`src/rtl/dataplane_csr_pkg.sv`:
```
// dataplane_csr shared definitions: register map, CTRL layout
// and the control-register bundle.
package dataplane_csr_pkg;

    localparam logic [7:0] REG_ID         = 8'h00;
    localparam logic [7:0] REG_SCRATCH    = 8'h04;
    localparam logic [7:0] REG_CTRL       = 8'h08;
    localparam logic [7:0] REG_STATUS     = 8'h0C;
    localparam logic [7:0] REG_IRQ_STATUS = 8'h10;
    localparam logic [7:0] REG_IRQ_ENABLE = 8'h14;
    localparam logic [7:0] REG_RX_PKT_LO  = 8'h18;
    localparam logic [7:0] REG_RX_PKT_HI  = 8'h1C;
    localparam logic [7:0] REG_RX_DROP    = 8'h20;

    localparam int CTRL_EN_BIT   = 0;
    localparam int CTRL_CLR_BIT  = 1;
    localparam int CTRL_MASK_LSB = 8;
    localparam int CTRL_MASK_MSB = 15;

    localparam logic [31:0] CSR_UNMAPPED_DATA = 32'hDEAD_BEEF;
    localparam logic [31:0] CSR_ID_DEFAULT    = 32'h4450_0001;

    typedef struct packed {
        logic [7:0] port_mask;
        logic       enable;
    } ctrl_t;

    function automatic logic [31:0] ctrl_word(ctrl_t c);
        logic [31:0] r;
        r = '0;
        r[CTRL_EN_BIT] = c.enable;
        r[CTRL_MASK_MSB:CTRL_MASK_LSB] = c.port_mask;
        return r;
    endfunction

endpackage

```
`src/rtl/dataplane_csr_counter.sv`:
```
// Clearable event counter, optionally saturating.
// Clear takes priority over increment.
module csr_counter
    import dataplane_csr_pkg::*;
#(
    parameter int WIDTH    = 32,
    parameter bit SATURATE = 1'b0
) (
    input  logic             clk,
    input  logic             rst_n,
    input  logic             clr,
    input  logic             inc,
    output logic [WIDTH-1:0] count
);

    always_ff @(posedge clk or negedge rst_n) begin
        if (!rst_n) begin
            count <= '0;
        end else if (clr) begin
            count <= '0;
        end else if (inc && !(SATURATE && (&count))) begin
            count <= count + 1'b1;
        end
    end

endmodule

```
`src/rtl/dataplane_csr.sv`:
```
// Dataplane CSR bank: register-strobe decode with one-shot arming,
// control/irq registers, packet counters and read mux.
module dataplane_csr
    import dataplane_csr_pkg::*;
#(
    parameter int          ADDR_W   = 8,
    parameter int          NUM_IRQ  = 8,
    parameter logic [31:0] ID_VALUE = CSR_ID_DEFAULT
) (
    input  logic               clk,
    input  logic               rst_n,
    input  logic [31:0]        waddr,
    input  logic [31:0]        wdata,
    input  logic               we,
    output logic               wdone,
    input  logic [31:0]        raddr,
    input  logic               re,
    output logic               rdone,
    output logic [31:0]        rdata,
    input  logic               rx_pkt_i,
    input  logic               rx_drop_i,
    input  logic [NUM_IRQ-1:0] event_i,
    input  logic [31:0]        status_i,
    output logic               ctrl_enable,
    output logic [7:0]         ctrl_port_mask,
    output logic               irq
);

    logic               w_armed, r_armed;
    logic               w_acc, r_acc;
    logic [ADDR_W-1:0]  wa, ra;
    logic [31:0]        scratch;
    ctrl_t              ctrl;
    logic [NUM_IRQ-1:0] irq_status, irq_enable, w1c;
    logic [63:0]        pkt_cnt;
    logic [31:0]        pkt_hi_snap, drop_cnt, rmux;
    logic               wr_scratch, wr_ctrl, wr_istat, wr_ien;
    logic               rd_lo, cnt_clr;
    logic               unused_addr;

    assign unused_addr = ^{waddr, raddr};

    assign wa    = {waddr[ADDR_W-1:2], 2'b00};
    assign ra    = {raddr[ADDR_W-1:2], 2'b00};
    assign w_acc = we & w_armed;
    assign r_acc = re & r_armed;

    assign wr_scratch = w_acc && (wa == ADDR_W'(REG_SCRATCH));
    assign wr_ctrl    = w_acc && (wa == ADDR_W'(REG_CTRL));
    assign wr_istat   = w_acc && (wa == ADDR_W'(REG_IRQ_STATUS));
    assign wr_ien     = w_acc && (wa == ADDR_W'(REG_IRQ_ENABLE));
    assign rd_lo      = r_acc && (ra == ADDR_W'(REG_RX_PKT_LO));
    assign cnt_clr    = wr_ctrl & wdata[CTRL_CLR_BIT];
    assign w1c        = wr_istat ? wdata[NUM_IRQ-1:0] : '0;

    assign ctrl_enable    = ctrl.enable;
    assign ctrl_port_mask = ctrl.port_mask;

    csr_counter #(.WIDTH(64), .SATURATE(1'b0)) u_pkt_cnt (
        .clk   (clk),
        .rst_n (rst_n),
        .clr   (cnt_clr),
        .inc   (rx_pkt_i),
        .count (pkt_cnt)
    );

    csr_counter #(.WIDTH(32), .SATURATE(1'b1)) u_drop_cnt (
        .clk   (clk),
        .rst_n (rst_n),
        .clr   (cnt_clr),
        .inc   (rx_drop_i),
        .count (drop_cnt)
    );

    // Mux reads pre-edge state, so a same-cycle write is not visible.
    always_comb begin
        rmux = CSR_UNMAPPED_DATA;
        unique case (ra)
            ADDR_W'(REG_ID):         rmux = ID_VALUE;
            ADDR_W'(REG_SCRATCH):    rmux = scratch;
            ADDR_W'(REG_CTRL):       rmux = ctrl_word(ctrl);
            ADDR_W'(REG_STATUS):     rmux = status_i;
            ADDR_W'(REG_IRQ_STATUS): rmux = 32'(irq_status);
            ADDR_W'(REG_IRQ_ENABLE): rmux = 32'(irq_enable);
            ADDR_W'(REG_RX_PKT_LO):  rmux = pkt_cnt[31:0];
            ADDR_W'(REG_RX_PKT_HI):  rmux = pkt_hi_snap;
            ADDR_W'(REG_RX_DROP):    rmux = drop_cnt;
            default:                 rmux = CSR_UNMAPPED_DATA;
        endcase
    end

    always_ff @(posedge clk or negedge rst_n) begin
        if (!rst_n) begin
            w_armed <= 1'b1;
            r_armed <= 1'b1;
            wdone   <= 1'b0;
            rdone   <= 1'b0;
            rdata   <= '0;
        end else begin
            wdone <= w_acc;
            rdone <= r_acc;
            if (w_acc)    w_armed <= 1'b0;
            else if (!we) w_armed <= 1'b1;
            if (r_acc)    r_armed <= 1'b0;
            else if (!re) r_armed <= 1'b1;
            if (r_acc)    rdata <= rmux;
        end
    end

    // Event set is OR-ed after the W1C mask so a coincident event wins.
    always_ff @(posedge clk or negedge rst_n) begin
        if (!rst_n) begin
            scratch     <= '0;
            ctrl        <= '0;
            irq_status  <= '0;
            irq_enable  <= '0;
            irq         <= 1'b0;
            pkt_hi_snap <= '0;
        end else begin
            if (wr_scratch) scratch <= wdata;
            if (wr_ctrl) begin
                ctrl.enable    <= wdata[CTRL_EN_BIT];
                ctrl.port_mask <= wdata[CTRL_MASK_MSB:CTRL_MASK_LSB];
            end
            if (wr_ien) irq_enable <= wdata[NUM_IRQ-1:0];
            irq_status <= (irq_status & ~w1c) | event_i;
            irq        <= |(irq_status & irq_enable);
            if (cnt_clr)    pkt_hi_snap <= '0;
            else if (rd_lo) pkt_hi_snap <= pkt_cnt[63:32];
        end
    end

endmodule

```
`config.mk`:
```
export PLATFORM = sky130hd
export DESIGN_NAME = dataplane_csr
export DESIGN_NICKNAME = d
export VERILOG_FILES = /design/src/rtl/dataplane_csr_pkg.sv /design/src/rtl/dataplane_csr_counter.sv /design/src/rtl/dataplane_csr.sv
export SDC_FILE = /design/constraint.sdc
export NUM_CORES = 1
export LEC_CHECK = 0
export ABC_AREA = 1
export CAP_MARGIN = 5
export CORE_MARGIN = 2
export CORE_UTILIZATION = 25
export DETAILED_ROUTE_END_ITERATION = 7
export GPL_TIMING_DRIVEN = 0
export MAX_ROUTING_LAYER = met4
export PLACE_DENSITY = 0.49
export SETUP_SLACK_MARGIN = 0.2
export SLEW_MARGIN = 10
export SYNTH_ARGS = -nofsm -noshare
export SYNTH_HDL_FRONTEND = slang
export SYNTH_SLANG_ARGS = --single-unit
export TNS_END_PERCENT = 10
```
`constraint.sdc`:
```
create_clock -name clk -period 1.4 [get_ports clk]
set_input_delay 0.28 -clock clk [delete_from_list [all_inputs] [get_ports clk]]
set_output_delay 0.28 -clock clk [all_outputs]
set_load 0.05 [all_outputs]
```
==> out/qor.csv <==
metric;value;unit
min-delay worst type;in2async;
syn avg cell area;7.14;um^2
largest net degree at the start of global routing;97;
share of layout cells above drive strength 1;0.263;
Leak Pwr;0.00830;uW
clock transition at the registers of the reported paths;60;ps
commonest cells after routing, fill and taps aside;nand2_1 (336), nor2_1 (249), inv_1 (236), dfrtp_1 (200), a21oi_1 (98);
Async S/R FF share, synth;1.00;
row count;81;
final worst-path cycle share;1.24;
reg-to-reg startpoint;w_armed;
Crit. End Element;flip-flop;
Final Critical Period;1740;ps
Final Net Count;2136;
DRC errors left;0;
via count;12700;
failing checks;setup timing;
Mapped Cells;1753;
fill count;5159;
worst slew pin tran;560;ps
Ports;186;
placed wire-length estimate;40700;um
root buffer cell;clkbuf_16;
syn_nets;1897;
Detail Route Antenna Nets;0;
number of synthesized flops with an enable pin;0;
status;finished with violations;
Final Hold Violating Endpoints;0;
r2r worst-path depth;9;
P_sw;6330;uW
synthesis-stage register bit count;222;
register area;5580;um^2
Starting Density;0.255;
crit path DAT;2190;ps
peak fanout along the critical path;4;
Final Setup Violations;194;
Synth Warn #;0;
worst path setup slack after routing;-340;ps
grt met1 use;0.258;
number of distinct library cells after synthesis;45;
area of the multi-input gates;6800;um^2
share of power burned in combinational logic;0.208;
Pwr Total;19900;uW
Seq/Total Area, Yosys;0.444;
CTS tree;done;
GRT Util Overall;0.205;
post-DR vias/cell;4.75;
drt first pass iters;8;
register-to-register setup slack;-340;ps
Clock Power Share;0.395;
Yosys top cell area share;0.440;
gr busiest metal;met2;
met2 Use GR;0.336;
final WL;52900;um
Max Freq;575;MHz
die width;228;um
post-route setup TNS;-34650;ps
largest cells by area after synthesis;dfrtp_1 (44%), nand2_1 (11%), nor2_1 (9.4%), inv_1 (7.4%), o21ai_0 (5.8%);
PwrDens;1100;nW/um^2
GPL Wtd Cong;0.954;
latest clock arrival within the worst-skew pair;570;ps
Data required, critical path;1850;ps
Max-Cap Viols;0;
vias in the first global route;12700;
Core Region;49200;um^2
initial antenna violation count;3;
Worst setup SP type;flip-flop;
Initial DRC Count;1083;
met3 GRT Util;0.0333;
most common cell after layout, fill and taps aside;nand2_1;
P_int;13500;uW
peak supply drop;814;uV
final worst clock skew;18.7;ps
relative slew slack;0.626;
clk sinks;222;
IO Port Bufs;133;
Die ar.;51900;um^2
wire length of the first global-routing pass;78700;um
Max clock buf depth;3;
RSZ-0062 raised after global routing;true;
drt wl/cell;19.7;um
Congestion Overflow GR;0;
Sw Share;0.319;
Die Y-Extent;228;um
sequential share of power;0.398;
Mapped Area;12500;um^2
Top FF cell, synth;dfrtp_1;
Crit Path Category;reg2reg;
final slew viol count;0;
area grow syn2layout;44.0;%
cts bufs inserted;28;
Crit Reg-Reg Endpoint;u_pkt_cnt.count[43];
CTS HTree Levels;1;
largest area contributor in the netlist;dfrtp_1;
-- final cells by class --
type	count	area share
timing repair buffer	207	0.117
antenna	3	0.000417
tap	664	0.0461
inverter	254	0.0545
multi-input combinational	1225	0.377
sequential	222	0.310
buffer	54	0.0401
clock buffer	43	0.0482
clock inverter	9	0.00666
-- worst max-delay path by stage --
stage / startpoint / endpoint / slack [ps] / cells past startpoint
finish: w_armed / u_pkt_cnt.count[43] / -340 / 9
global route: u_drop_cnt.count[1] / u_drop_cnt.count[29] / -430 / 12
CTS: u_pkt_cnt.count[0] / u_pkt_cnt.count[52] / -330 / 10
detailed placement: raddr[3] / rdata[17] / -1440 / 8
global placement: rst_n / u_pkt_cnt.count[54] / -10260 / 1
floorplan: u_drop_cnt.count[1] / u_drop_cnt.count[17] / -140 / 13
-- synth_stat cells, types with 2 or more instances --
master	n
nor2_4	11
nand2_2	12
nand3_1	69
or2_2	2
o21ai_0	145
xor2_1	4
o31ai_1	7
dfrtp_1	220
o22ai_1	32
dfstp_2	2
nor2_8	2
and2_1	2
inv_2	7
o21bai_1	5
buf_4	7
ha_1	2
o21a_1	4
nand4_1	32
nor2_2	10
a21oi_1	108
clkinv_1	2
nor2_1	312
inv_1	245
nand2_4	3
nor3_1	33
o21ai_1	19
o21ai_2	9
clkbuf_1	20
nand3_2	3
o211ai_1	3
nor3b_1	5
nand2_1	378
buf_2	17
buf_6	10
-- power groups by stage --
stage / registers (uW) / clock network (uW) / logic (uW)
floorplan: 8070 / 0 / 1760
global placement: 7930 / 0 / 3270
detailed placement: 7930 / 0 / 3340
CTS: 7840 / 7960 / 3880
global route: 7980 / 8220 / 4500
finish: 7900 / 7840 / 4120
-- timing repair --
action | 4_1_cts | 5_1_grt
gates cloned | 5 | 1
resized for setup | 642 | 184
pin swaps | 51 | 47
hold buffers | 1 | 0
endpoints found under the setup margin | 262 | 262
buffers inserted | 52 | 15
endpoints found under the hold margin | 38 | 0
-- critical path: stages (launching register included) --
cell        delay [ps]
dfstp_2            550
nand2_4             80
nor3_4             190
nand3_4            140
buf_12             180
buf_6              110
clkinvlp_4         100
buf_6              140
a21oi_2             40
o21a_1             100
-- sequential cells by signal, summed over array words and instances, names as in the netlist, 8 cells and up --
name              count
irq_status            8
irq_enable            8
ctrl_port_mask        8
rdata                32
scratch              32
pkt_hi_snap          32
u_pkt_cnt.count      64
u_drop_cnt.count     32
-- per-stage QoR --
| stage | instances | hold slack (ps) | setup slack, ps | util | area (um^2) |
|---|---|---|---|---|---|
| after CTS | 2662 | 199 | -329 | 0.355 | 17400 |
| after global routing | 2681 | 217 | -428 | 0.367 | 18000 |
| after global placement | 2550 | 466 | -10260 | 0.299 | 14700 |
| after floorplan | 1753 | -15.6 | -142 | - | 12600 |
| final | 2681 | 198 | -340 | 0.367 | 18000 |
| after detailed placement | 2552 | 204 | -1440 | 0.301 | 14800 |
-- layer usage --
metal	vias to the layer above	share of wire
met5	-	0
met4	0	0.033
met3	88	0.054
met2	337	0.48
met1	6187	0.43
li1	6120	-
-- cells by family (layout without fill, tap and decap cells) --
kind of cell | count (synthesis) | after routing | share of synthesized area
other | 0 | 3 | 0
buffers and inverters | 308 | 567 | 0.102
adder cells (fa/ha/maj) | 2 | 2 | 0.00200
AO/OA/AOI/OAI | 337 | 337 | 0.146
AND/OR/NAND/NOR | 880 | 882 | 0.303
flip-flops | 222 | 222 | 0.444
XOR/XNOR | 4 | 4 | 0.00280
Power figures use the tool's default switching activity.
